$ cat config.mk
export PLATFORM = sky130hd
export DESIGN_NAME = packet_ingress_arbiter
export DESIGN_NICKNAME = d
export VERILOG_FILES = /design/src/rtl/packet_ingress_arbiter.sv
export SDC_FILE = /design/constraint.sdc
export NUM_CORES = 1
export LEC_CHECK = 0
export CAP_MARGIN = 5
export CORE_MARGIN = 4
export CORE_UTILIZATION = 43
export DETAILED_ROUTE_END_ITERATION = 8
export PLACE_DENSITY = 0.83
export REMOVE_ABC_BUFFERS = 1
export SKIP_LAST_GASP = 1
export SYNTH_ARGS = -nofsm -noshare
export SYNTH_HDL_FRONTEND = slang
export SYNTH_SLANG_ARGS = --single-unit
$ cat constraint.sdc
create_clock -name nocclk -period 3.66 [get_ports nocclk]
set_clock_uncertainty 0.1 [all_clocks]
set_input_delay 0.366 -clock nocclk [delete_from_list [all_inputs] [get_ports nocclk]]
set_output_delay 0.366 -clock nocclk [all_outputs]
set_load 0.005 [all_outputs]
$ cat src/rtl/packet_ingress_arbiter.sv
// Packet-granular round-robin arbiter sharing one flit ingress between NUM_PORTS sources.
// Forwarding is combinational; state is only the lock, rr pointer, lock timer and statistics.
package types;
    typedef enum logic [1:0] {
        FlitHead = 2'd0,
        FlitBody = 2'd1,
        FlitTail = 2'd2,
        FlitSys  = 2'd3
    } flit_type_e;

    typedef struct packed {
        flit_type_e  ftype;
        logic [29:0] payload;
    } flit_t;
endpackage

module packet_ingress_arbiter #(
    parameter int unsigned NUM_PORTS    = 4,
    parameter int unsigned LOCK_TIMEOUT = 64,
    parameter int unsigned CNT_WIDTH    = 16,
    parameter int unsigned PORT_W       = $clog2(NUM_PORTS)
) (
    input  logic                 nocclk,
    input  logic                 rst_n,
    input  types::flit_t         in_flit [NUM_PORTS],
    input  logic [NUM_PORTS-1:0] in_valid,
    output logic [NUM_PORTS-1:0] in_ready,
    output types::flit_t         out_flit,
    output logic                 out_valid,
    input  logic                 out_ready,
    output logic                 locked,
    output logic [PORT_W-1:0]    grant_port,
    output logic [CNT_WIDTH-1:0] drop_count,
    output logic [CNT_WIDTH-1:0] timeout_count
);
    localparam int unsigned TimerW = $clog2(LOCK_TIMEOUT + 1);

    typedef enum logic {StIdle, StLocked} state_e;

    state_e               state_q, state_d;
    logic [PORT_W-1:0]    rr_q, rr_d;
    logic [PORT_W-1:0]    grant_q, grant_d;
    logic [TimerW-1:0]    timer_q, timer_d;
    logic [CNT_WIDTH-1:0] drop_q, drop_d;
    logic [CNT_WIDTH-1:0] to_q, to_d;
    logic [PORT_W-1:0]    sel;
    logic                 sel_valid;
    logic                 hs;

    // Explicit wrap so non-power-of-two port counts work.
    function automatic logic [PORT_W-1:0] next_port(input logic [PORT_W-1:0] p);
        if (p == PORT_W'(NUM_PORTS - 1)) begin
            return '0;
        end
        return p + PORT_W'(1);
    endfunction

    always_comb begin
        int unsigned idx;
        sel       = rr_q;
        sel_valid = 1'b0;
        for (int unsigned i = 0; i < NUM_PORTS; i++) begin
            idx = (32'(rr_q) + i) % NUM_PORTS;
            if (!sel_valid && in_valid[PORT_W'(idx)]) begin
                sel_valid = 1'b1;
                sel       = PORT_W'(idx);
            end
        end
    end

    always_comb begin
        out_flit  = '0;
        out_valid = 1'b0;
        in_ready  = '0;
        hs        = 1'b0;
        state_d   = state_q;
        rr_d      = rr_q;
        grant_d   = grant_q;
        timer_d   = timer_q;
        drop_d    = drop_q;
        to_d      = to_q;
        // Outputs stay quiet while reset is held, whatever the sources present.
        if (rst_n) begin
            unique case (state_q)
                StIdle: begin
                    if (sel_valid) begin
                        if (in_flit[sel].ftype inside {types::FlitBody, types::FlitTail}) begin
                            in_ready[sel] = 1'b1;
                            rr_d          = next_port(sel);
                            if (drop_q != '1) begin
                                drop_d = drop_q + CNT_WIDTH'(1);
                            end
                        end else begin
                            out_flit      = in_flit[sel];
                            out_valid     = 1'b1;
                            in_ready[sel] = out_ready;
                            if (out_ready) begin
                                if (in_flit[sel].ftype == types::FlitHead) begin
                                    state_d = StLocked;
                                    grant_d = sel;
                                    timer_d = '0;
                                end else begin
                                    rr_d = next_port(sel);
                                end
                            end
                        end
                    end
                end
                StLocked: begin
                    out_flit          = in_flit[grant_q];
                    out_valid         = in_valid[grant_q];
                    hs                = in_valid[grant_q] & out_ready;
                    in_ready[grant_q] = hs;
                    if (hs) begin
                        timer_d = '0;
                        if (in_flit[grant_q].ftype == types::FlitTail) begin
                            state_d = StIdle;
                            rr_d    = next_port(grant_q);
                        end
                    end else if (timer_q == TimerW'(LOCK_TIMEOUT - 1)) begin
                        state_d = StIdle;
                        rr_d    = next_port(grant_q);
                        timer_d = '0;
                        if (to_q != '1) begin
                            to_d = to_q + CNT_WIDTH'(1);
                        end
                    end else begin
                        timer_d = timer_q + TimerW'(1);
                    end
                end
                default: ;
            endcase
        end
    end

    always_ff @(posedge nocclk or negedge rst_n) begin
        if (!rst_n) begin
            state_q <= StIdle;
            rr_q    <= '0;
            grant_q <= '0;
            timer_q <= '0;
            drop_q  <= '0;
            to_q    <= '0;
        end else begin
            state_q <= state_d;
            rr_q    <= rr_d;
            grant_q <= grant_d;
            timer_q <= timer_d;
            drop_q  <= drop_d;
            to_q    <= to_d;
        end
    end

    assign locked        = (state_q == StLocked);
    assign grant_port    = grant_q;
    assign drop_count    = drop_q;
    assign timeout_count = to_q;

endmodule

==> results.json, run 1 <==
{
  "layout-drive-gt1-share": 0.221,
  "vias": 4823,
  "routabilityCongestion": 0.871,
  "top_fanout_value_on_the_critical_path": 14,
  "final.period_utilization": 0.968,
  "grt_setup_unrepaired": "yes",
  "startpoint_type": "input port",
  "power_frac_comb": 0.726,
  "start_util": 0.447,
  "ys_async_sr_fraction": 1.00,
  "clock-root-buffer": "sky130_fd_sc_hd__clkbuf_8",
  "max_freq_ghz": 0.282,
  "multiInputGateArea_um2": 3350,
  "drt_drc_violations_left": 0,
  "tightestPinTransition_ps": 1060,
  "synthesis.area_um2": 4430,
  "floorplan.core_area_um2": 9910,
  "syn_inst": 441,
  "synth.avg_cell_area_um2": 10.1,
  "pin_count_of_the_biggest_net_entering_global_routing": 64,
  "clockPowerShare": 0.087,
  "place_hpwl_mm": 12.3,
  "dominantRegCellSynth": "sky130_fd_sc_hd__dfrtp_1",
  "numPortBuffers": 206,
  "synthDistinctLibCells": 46,
  "floorplan.rows": 36,
  "mostFrequentLayoutCell": "sky130_fd_sc_hd__clkdlybuf4s50_1",
  "p_seq_frac": 0.187,
  "synthToLayoutAreaGrowth_pct": 58.0,
  "power.net_switching_uw": 1530,
  "commonest_non_fill_non_tap_cells_in_the_layout": "167 x sky130_fd_sc_hd__clkdlybuf4s50_1, 64 x sky130_fd_sc_hd__mux2i_1, 59 x sky130_fd_sc_hd__nand2_1, 43 x sky130_fd_sc_hd__dfrtp_1, 33 x sky130_fd_sc_hd__mux4_2",
  "utilization": 0.707,
  "antenna_left": 0,
  "grt_pass1_wl_mm": 25.3,
  "fin_hold_ws_ps": 402,
  "wl_per_cell_um": 21.0,
  "power_leakage_uw": 0.00299,
  "clock_latency_ps": 300,
  "cts_num_sinks": 44,
  "setup_total_negative_slack_ps": 0,
  "synth_seq_cells": 44,
  "cts_buf_count": 5,
  "switching_power_as_a_share_of_total_power": 0.417,
  "hold_violations": 0,
  "outcome": "finished, final reports clean",
  "filler_cell_count": 719,
  "p_int_uw": 2150,
  "die_w_um": 110,
  "pin_count": 207,
  "nets": 809,
  "worstHoldPathType": "flip-flop to flip-flop",
  "violation_count_after_the_first_detailed_routing_iteration": 346,
  "routed_wl_mm": 16.7,
  "die_footprint_um2": 12000,
  "cp.required_ps": 3190,
  "irDropWorstVdd_mv": 0.385,
  "path_clk_slew_ps": 70,
  "maxCapViolCount": 0,
  "final.min_clock_period_ps": 3540,
  "total_grt_overflow": 0,
  "critPathKind": "input port to primary output",
  "ys_warn_count": 0,
  "setup.worst_path.end_class": "primary output",
  "clock_path_buffers": 2,
  "antenna_found_initial": 0,
  "first_drt_pass_iteration_count": 5,
  "vias_in_the_first_global_route": 4918,
  "finalSetupViolations": 0,
  "synth_enable_flop_cells": 0,
  "drv_slew": 0,
  "seqCellArea_um2": 1100,
  "htreeDepth": 2,
  "cts_tree": "built",
  "groute.usage.overall": 0.268,
  "detail_route.vias_per_cell": 6.07,
  "arrival_ps": 3080,
  "power.density_cell_area_nw_per_um2": 525,
  "timing.slew.headroom": 0.291,
  "antenna-diode-count": 0,
  "die_height_um": 110,
  "synth.yosys.seq_area_share": 0.248
}
-- timing repair --
action,4_1_cts,5_1_grt
pin swaps,1,4
cloned,2,0
endpoints found under the setup margin,34,35
resized for setup,142,18
endpoints found under the hold margin,12,0
hold buffers,1,0
buffers inserted,2,6
-- per-layer routing --
layer	GRT usage	up-vias	wire (um)
met5	0	-	0
met3	0.0669	56	1670
met1	0.312	2373	6180
met2	0.466	243	8090
met4	0.111	0	727
li1	-	2151	-
-- per-stage QoR --
| stage | setup slack, ps | power, uW | instance area [um2] | instances |
|---|---|---|---|---|
| after detailed placement | -568 | 3270 | 6750 | 776 |
| after floorplan | -7850 | 2300 | 4290 | 411 |
| after CTS | -130 | 3620 | 6910 | 789 |
| after global routing | -69.5 | 3920 | 7010 | 795 |
| final | 115 | 3680 | 7010 | 795 |
| after global placement | -452 | 3210 | 6750 | 776 |
-- final cells by class --
cell class                      instances  share of cell area
Clock buffer                            7              0.0123
Clock inverter                          1             0.00107
Inverter                                8             0.00429
Multi-Input combinational cell        359               0.479
Sequential cell                        44               0.157
Tap cell                              133              0.0238
Timing Repair Buffer                  243               0.323
-- path summary, 6_finish.rpt --
kind	slack, ps	end	startpoint	cells after the start
worst max-delay path	120	out_flit[25]	in_valid[0]	13
max in group asynchronous	2520	timeout_count[10]	rst_n	3
worst max register to register	600	rr_q[0]	rr_q[1]	12
worst min-delay path	400	drop_count[9]	drop_count[9]	1
min in group asynchronous	530	drop_count[13]	rst_n	3
worst min register to register	400	drop_count[9]	drop_count[9]	1
-- worst max-delay path, cell delays in order --
cell and delay (ps):
sky130_fd_sc_hd__clkdlybuf4s15_1 240, sky130_fd_sc_hd__nor2b_2 200, sky130_fd_sc_hd__o21ai_1 160, sky130_fd_sc_hd__o221a_4 270, sky130_fd_sc_hd__mux2i_2 250, sky130_fd_sc_hd__mux2i_1 110
sky130_fd_sc_hd__ha_1 340, sky130_fd_sc_hd__nor4b_2 280, sky130_fd_sc_hd__buf_4 190, sky130_fd_sc_hd__nand2b_4 70, sky130_fd_sc_hd__bufbuf_16 290, sky130_fd_sc_hd__o221ai_1 150
sky130_fd_sc_hd__buf_2 150
-- cells in the mapped netlist (all sizes together), types with 12 or more instances --
| library cell | instances | area share |
|---|---|---|
| mux2i | 68 | 0.15 |
| nand2 | 60 | 0.051 |
| dfrtp | 44 | 0.25 |
| mux4 | 33 | 0.17 |
| o221ai | 30 | 0.059 |
| xnor2 | 25 | 0.049 |
| clkbuf | 17 | 0.014 |
| nand3 | 16 | 0.018 |
| and3 | 13 | 0.018 |
| buf | 13 | 0.018 |
| ha | 13 | 0.037 |
| nand4 | 12 | 0.017 |
| o21ai | 12 | 0.014 |
-- state kept, by name (all words and copies together), names as in the netlist --
| signal | count |
|---|---|
| rr_q | 2 |
| grant_port | 2 |
| timeout_count | 16 |
| locked | 1 |
| drop_count | 16 |
| timer_q | 7 |
-- power groups by stage --
stage	combinational [uW]	sequential, uW	clock (uW)
floorplan	1510	787	0
global placement	2520	695	0
detailed placement	2570	696	0
CTS	2600	689	330
global route	2860	710	351
finish	2670	688	319
-- cells by family after synthesis --
family                     synth area share
DFF                                   0.248
AOI/OAI and AO/OA                     0.111
muxes                                 0.336
xor gates and xnor gates             0.0573
buffers and inverters                0.0395
and+or+nand+nor                       0.171
adders and majority gates            0.0367
Power figures use the tool's default switching activity.
==> inputs of run 2 (changes only) <==
Settings changed: MAX_ROUTING_LAYER from default to met4.
==> results.json, run 2 (same netlist as run 1, synthesis figures left out) <==
{
  "commonest_non_fill_non_tap_cells_in_the_layout": "167 x sky130_fd_sc_hd__clkdlybuf4s50_1, 64 x sky130_fd_sc_hd__mux2i_1, 59 x sky130_fd_sc_hd__nand2_1, 43 x sky130_fd_sc_hd__dfrtp_1, 33 x sky130_fd_sc_hd__mux4_2",
  "layout-drive-gt1-share": 0.221,
  "antenna_left": 0,
  "antenna-diode-count": 0,
  "worstHoldPathType": "flip-flop to flip-flop",
  "outcome": "finished, final reports clean",
  "place_hpwl_mm": 12.3,
  "setup.worst_path.end_class": "primary output",
  "nets": 809,
  "path_clk_slew_ps": 70,
  "cp.required_ps": 3190,
  "power.density_cell_area_nw_per_um2": 525,
  "total_grt_overflow": 0,
  "detail_route.vias_per_cell": 6.03,
  "slowest_stage": "sky130_fd_sc_hd__ha_1",
  "pin_count_of_the_biggest_net_entering_global_routing": 64,
  "clock_latency_ps": 300,
  "die_w_um": 110,
  "final.min_clock_period_ps": 3550,
  "top_fanout_value_on_the_critical_path": 13,
  "design_area_um2": 7010,
  "max_freq_ghz": 0.281,
  "vias": 4792,
  "clock_path_buffers": 2,
  "routabilityCongestion": 0.885,
  "pin_count": 207,
  "worstPathCellList": "clkdlybuf4s15_1, nor2b_2, o21ai_1, o221a_4, mux2i_2, mux2i_1, ha_1, nor4b_2, buf_4, nand2b_4, buf_12, buf_4, o221ai_1, buf_2",
  "antenna_found_initial": 0,
  "die_height_um": 110,
  "grt_pass1_wl_mm": 25.2,
  "mostFrequentLayoutCell": "sky130_fd_sc_hd__clkdlybuf4s50_1",
  "start_util": 0.447,
  "startpoint_type": "input port",
  "critPathMostFrequentCell": "sky130_fd_sc_hd__buf_4",
  "timing.slew.headroom": 0.298,
  "dpl_cell_area_um2": 6750,
  "arrival_ps": 3090,
  "irDropWorstVdd_mv": 0.386,
  "first_drt_pass_iteration_count": 6,
  "maxCapViolCount": 0,
  "drt_drc_violations_left": 0,
  "worst-path-buf-inv": 5,
  "cts_tree": "built",
  "floorplan.rows": 36,
  "groute.usage.overall": 0.275,
  "die_footprint_um2": 12000,
  "wl_per_cell_um": 20.9,
  "worst_path_largest_cell_delay_ps": 340,
  "htreeDepth": 2,
  "numPortBuffers": 206,
  "violation_count_after_the_first_detailed_routing_iteration": 336,
  "setup.reg_to_reg.worst_slack_ps": 600,
  "clock-root-buffer": "sky130_fd_sc_hd__clkbuf_8",
  "power_leakage_uw": 0.00299,
  "vias_in_the_first_global_route": 4937,
  "drv_slew": 0,
  "floorplan.core_area_um2": 9910,
  "hold_violations": 0,
  "grt_setup_unrepaired": "yes",
  "finalSetupViolations": 0,
  "synthToLayoutAreaGrowth_pct": 58.0,
  "routed_wl_mm": 16.7,
  "utilization": 0.707,
  "cts_buf_count": 5,
  "tightestPinTransition_ps": 1050,
  "critPathKind": "input port to primary output",
  "cts_num_sinks": 44,
  "critical-path-top-delay-family": "buffers and inverters",
  "final.period_utilization": 0.971
}
-- run 2: cell counts in the layout (fill, tap and decap cells not counted) --
No cell type changed its count.
-- run 2: power by group --
group | leakage [uW] | internal, uW | switching [uW]
clock | 0.0000445 | 153 | 166
sequential | 0.000590 | 559 | 128
combinational | 0.00236 | 1430 | 1240
total | 0.00299 | 2150 | 1530
-- run 2: worst paths after layout --
check,start,cells after the start,to
min,drop_count[9],1,drop_count[9]
min in group asynchronous,rst_n,3,drop_count[13]
min reg2reg,drop_count[9],1,drop_count[9]
max in group asynchronous,rst_n,3,timeout_count[10]
max reg2reg,rr_q[1],12,rr_q[0]
max,in_valid[0],14,out_flit[1]
-- run 2: metrics by stage --
stage                     TNS (ps)  hold WS [ps]  power (uW)  setup slack [ps]  std cells
after floorplan            -483500         -29.6        2300             -7850        411
after global placement      -10220           312        3210              -452        776
after detailed placement    -14450           296        3270              -568        776
after CTS                     -383           411        3620              -130        789
after global routing          -927           416        3920             -69.5        795
final                            0           401        3680               107        795
-- run 2: layout make-up --
cell class	instances	area, um2
clock buffer	7	86.3
sequential	44	1100
timing repair buffer	243	2260
tap	133	166
fill	719	2900
clock inverter	1	7.51
multi-input combinational	359	3350
inverter	8	30.0
-- run 2: per-layer routing --
layer	share of wire	routed length, um	track usage
met5	0	0	-
met4	0.042	705	0.114
met3	0.097	1610	0.0622
met2	0.49	8100	0.465
met1	0.37	6240	0.314
-- run 2: timing repair --
item,in CTS,in global routing
setup buffers,2,6
setup endpoints to repair,34,35
gates cloned,2,0
resized for setup,142,18
hold buffers,1,0
pin swaps,1,4
hold endpoints to repair,12,0
==> RTL change 1 (flow settings as in run 2) <==
Take the reset off `to_q` and load it in a clocked block of its own.
--- a/src/rtl/packet_ingress_arbiter.sv
+++ b/src/rtl/packet_ingress_arbiter.sv
@@ -140,15 +140,17 @@
             grant_q <= '0;
             timer_q <= '0;
             drop_q  <= '0;
-            to_q    <= '0;
         end else begin
             state_q <= state_d;
             rr_q    <= rr_d;
             grant_q <= grant_d;
             timer_q <= timer_d;
             drop_q  <= drop_d;
-            to_q    <= to_d;
         end
+    end
+
+    always_ff @(posedge nocclk) begin
+        to_q <= to_d;
     end
 
     assign locked        = (state_q == StLocked);
Check against the original RTL: no difference found for any inputs over 4 cycles, from zero or initial values and one cycle with rst_n low; that may be too few to reach the edited logic, so the function may still have changed.
==> RTL change 1 against run 2 <==
- count of clock-buffer cells in the layout is 1 lower
- synthesized area up 0.51%
- final area increased by 0.13%
- via count shrank 2.7%
- combinational power up 1%
- sequential cell count is the same
- clock power increased by 17%
- worst setup slack worse by 0.070 ns
- fmax is 1.9% lower
- utilization up 0.088 points
- wire length is 1.6% higher
- cell count is 2.0% lower
- power up 1.9%
==> RTL change 1: results <==
{
  "status": "completed",
  "dpl_cell_area_um2": 6760,
  "wire_length_after_detailed_routing_mm": 16.9,
  "timing.critical_path.slowest_stage_cell": "sky130_fd_sc_hd__dfrtp_2",
  "first_pass_grt_wire_length_mm": 24.8,
  "path_max_fanout": 15,
  "setup.reg_to_reg.worst_slack_ns": 0.57,
  "clockBufferDepth": 2,
  "placed_cells_incl_taps": 764,
  "gpl.final_weighted_congestion": 0.938,
  "share_of_post_route_cells_with_drive_strength_above_1_pct": 22.3,
  "power.combinational.fraction_pct": 72.3,
  "dp_slack_ns": -0.680,
  "vias_per_cell": 5.99,
  "sw_frac_of_total_pct": 41.3,
  "numCtsBuffers": 5,
  "first_global_vias": 4761,
  "detailed_router_iteration_count_before_antenna_repair": 5,
  "gr-usage-met1_pct": 32.1,
  "post-dp-hpwl_mm": 12.2,
  "tightest_slew_ns": 1.05,
  "netlist_top_cells_area": "sky130_fd_sc_hd__mux4_2 (17%), sky130_fd_sc_hd__dfrtp_1 (16%), sky130_fd_sc_hd__mux2i_1 (15%), sky130_fd_sc_hd__edfxtp_1 (11%), sky130_fd_sc_hd__o221ai_1 (6.1%)",
  "nets": 793,
  "avgSynthCellArea_um2": 10.4,
  "holdWs_ns": 0.319,
  "timing.reg2reg.worst_path_depth": 11,
  "synth-seq-area-share_pct": 26.5,
  "filler_cell_count": 735,
  "wl_met2_mm": 8.26,
  "worst_ep_arrival_time_ns": 3.16,
  "critical_path_class": "reg -> out",
  "ys_top_cells_by_count": "sky130_fd_sc_hd__mux2i_1 (68), sky130_fd_sc_hd__nand2_1 (58), sky130_fd_sc_hd__mux4_2 (33)",
  "wl_per_cell_um": 21.7,
  "number_of_synthesized_flops_with_an_enable_pin": 16,
  "r2r-end": "rr_q[0]$_DFFE_PN0P_",
  "yosysUniqueCellTypes": 48,
  "grt_use_met3_pct": 6.05,
  "async_flop_share_pct": 63.6,
  "p_per_area_nw_per_um2": 535,
  "critical_path.max_stage_delay_ns": 0.45,
  "drt_first_iter_violations": 409,
  "global_route.usage.met2_pct": 44.0,
  "p_leak_nw": 2.84,
  "worstHoldPathType": "in -> async",
  "crit_end": "out_flit[27]",
  "detail_route.wirelength.met1_mm": 6.59,
  "power.sequential.fraction_pct": 17.7,
  "peakVddDrop_mv": 0.490,
  "layout-area-overhead-vs-synth_pct": 57.4,
  "track_usage_pct": 26.7,
  "met3_wirelength_mm": 1.53,
  "period_share_pct": 99.0
}
==> RTL change 1: changes by cell type after synthesis, moves of 5 or more <==
cell | before | now
sky130_fd_sc_hd__dfrtp_1 | 44 | 28
sky130_fd_sc_hd__nand4_1 | 12 | 7
sky130_fd_sc_hd__buf_2 | 8 | 16
sky130_fd_sc_hd__edfxtp_1 | 0 | 16
sky130_fd_sc_hd__and3_1 | 13 | 7
sky130_fd_sc_hd__clkbuf_1 | 17 | 11
sky130_fd_sc_hd__nor2_1 | 7 | 13
==> RTL change 1: repair_timing <==
item,in CTS,in global routing
resized for setup,87,64
buffers inserted,0,2
hold buffers,1,0
gates cloned,1,3
pin swaps,1,6
hold endpoints to repair,2,0
setup endpoints to repair,35,35
==> RTL change 1: layout make-up <==
class	count	area share, %
Multi-Input combinational cell	350	46.8
Timing Repair Buffer	237	32.1
Sequential cell	44	16.9
Tap cell	133	2.37
Clock buffer	6	1.03
Clock inverter	2	0.499
Inverter	7	0.375
==> RTL change 1: critical path: cells and delay by family, from the launching register on <==
kind,cells,cell delay (ns)
fa+ha+maj,1,0.28
buf+inv,4,0.70
flops,1,0.45
mux,1,0.22
simple gates,3,0.69
compound gates,3,0.49
==> RTL change 1: logic make-up (layout without fill, tap and decap cells) <==
| kind of cell | after synthesis | after routing | synth area share [%] |
|---|---|---|---|
| AOI/OAI and AO/OA | 65 | 65 | 11.8 |
| xor gates and xnor gates | 29 | 29 | 5.70 |
| adders and majority gates | 13 | 13 | 3.65 |
| buffers and inverters | 36 | 252 | 3.82 |
| DFF | 44 | 44 | 26.5 |
| muxes | 105 | 105 | 33.1 |
| and+or+nand+nor | 138 | 138 | 15.5 |
==> RTL change 2 (config.mk and constraints of run 2) <==
Without the edit above. Set the parameter `NUM_PORTS` to 2 (it was 4).
--- a/src/rtl/packet_ingress_arbiter.sv
+++ b/src/rtl/packet_ingress_arbiter.sv
@@ -15,7 +15,7 @@
 endpackage
 
 module packet_ingress_arbiter #(
-    parameter int unsigned NUM_PORTS    = 4,
+    parameter int unsigned NUM_PORTS    = 2,
     parameter int unsigned LOCK_TIMEOUT = 64,
     parameter int unsigned CNT_WIDTH    = 16,
     parameter int unsigned PORT_W       = $clog2(NUM_PORTS)
Ports: changed (resized grant_port, in_flit, in_ready and in_valid); port bits go from 207 to 138. The function was not compared with the original's and may differ.
==> RTL change 2 against run 2 <==
- sequential cell count down 2
- worst setup slack better by 0.051 ns
- synthesized area down 39%
- final area fell by 38%
- fmax grew 1.5%
- count of clock-buffer cells in the layout stayed put
- wire length fell by 46%
- critical endpoint is now out_flit[3]
- power decreased by 47%
==> RTL change 2: results <==
{
  "status": "completed",
  "max_slew_margin_pct": 38.4,
  "numCtsBuffers": 5,
  "netlist_top_cells_area": "sky130_fd_sc_hd__dfrtp_1 (39%), sky130_fd_sc_hd__a22oi_1 (8.7%), sky130_fd_sc_hd__nor2_1 (7.0%), sky130_fd_sc_hd__xnor2_1 (6.5%), sky130_fd_sc_hd__nand4_1 (3.3%)",
  "cell_count_after_synthesis": 304,
  "grt_max_degree": 34,
  "share_of_post_route_cells_with_drive_strength_above_1_pct": 7.87,
  "worst_r2r_startpoint": "rr_q$_DFFE_PN0P_",
  "timing.hold.worst.start": "drop_count[13]$_DFFE_PN0P_",
  "multi_input_area_um2": 1600,
  "met3_wirelength_um": 820,
  "layout.cells.non_filler": 520,
  "multi_input_cells": 246,
  "first_pass_grt_wire_length_mm": 13.9,
  "yosys_warnings": 0,
  "timing.reg2reg.worst_path_depth": 10,
  "path_max_fanout": 30,
  "peakVddDrop_mv": 0.455,
  "area_share_nonclk_buffers_pct": 33.8,
  "seq-cell-share_pct": 24.3,
  "inverters": 3,
  "p_leak_nw": 1.75,
  "grt_use_met3_pct": 5.30,
  "worst_slack_ns": 0.159,
  "synth_compound_area_share_pct": 18.4,
  "drt_first_iter_violations": 182,
  "adder_and_majority_gate_portion_of_the_synthesized_area_pct": 1.86,
  "ys_top_cells_by_count": "sky130_fd_sc_hd__nor2_1 (50), sky130_fd_sc_hd__dfrtp_1 (42), sky130_fd_sc_hd__a22oi_1 (31)",
  "r2r-end": "drop_count[15]$_DFFE_PN0P_",
  "clk_share_pct": 2.46,
  "critical_path.max_stage_delay_ns": 0.57,
  "track_usage_pct": 23.7,
  "post-dp-hpwl_mm": 6.99,
  "muxShareOfSynthArea_pct": 4.15,
  "first_global_vias": 2848,
  "yosysUniqueCellTypes": 49,
  "synth-seq-cells": 42,
  "dp_slack_ns": 0.0673,
  "setup.reg_to_reg.worst_slack_ns": 0.79,
  "non_clock_buffer_count": 146,
  "placement.io_buffers": 137,
  "crit_end": "out_flit[3]",
  "detail_route.wirelength.met1_mm": 3.43,
  "placed_cells_incl_taps": 511,
  "wl_met2_mm": 4.60,
  "worst_ep_arrival_time_ns": 3.04,
  "vias_per_cell": 5.66,
  "gr-usage-met1_pct": 26.8,
  "int_pwr_mw": 1.28,
  "synth-seq-area-share_pct": 39.1,
  "timing.critical_path.slowest_stage_cell": "sky130_fd_sc_hd__clkdlybuf4s50_1",
  "gpl.final_weighted_congestion": 0.894,
  "worst_setup_path_startpoint": "in_valid[1]"
}
## RTL change 2: power by group through the flow
stage	Sequential [mW]	Clock, mW	Combinational [mW]
6_report	0.612	0.357	0.987
5_1_grt	0.623	0.381	1.07
4_1_cts	0.607	0.363	0.984
3_5_place_dp	0.616	0	0.979
3_3_place_gp	0.612	0	0.967
2_1_floorplan	0.598	0	0.451
## RTL change 2: timing repair
action                     in CTS  in global routing
setup endpoints to repair       0                 30
hold buffers                    1                  0
setup buffers                   0                  0
hold endpoints to repair       15                  0
gates resized for setup         0                  8
## RTL change 2: stage by stage
| stage | area [um2] | hold WS (ns) |
|---|---|---|
| 6_report | 4330 | 0.397 |
| 2_1_floorplan | 2640 | -0.0296 |
| 4_1_cts | 4300 | 0.396 |
| 3_5_place_dp | 4180 | 0.260 |
| 5_1_grt | 4330 | 0.420 |
| 3_3_place_gp | 4180 | 0.257 |
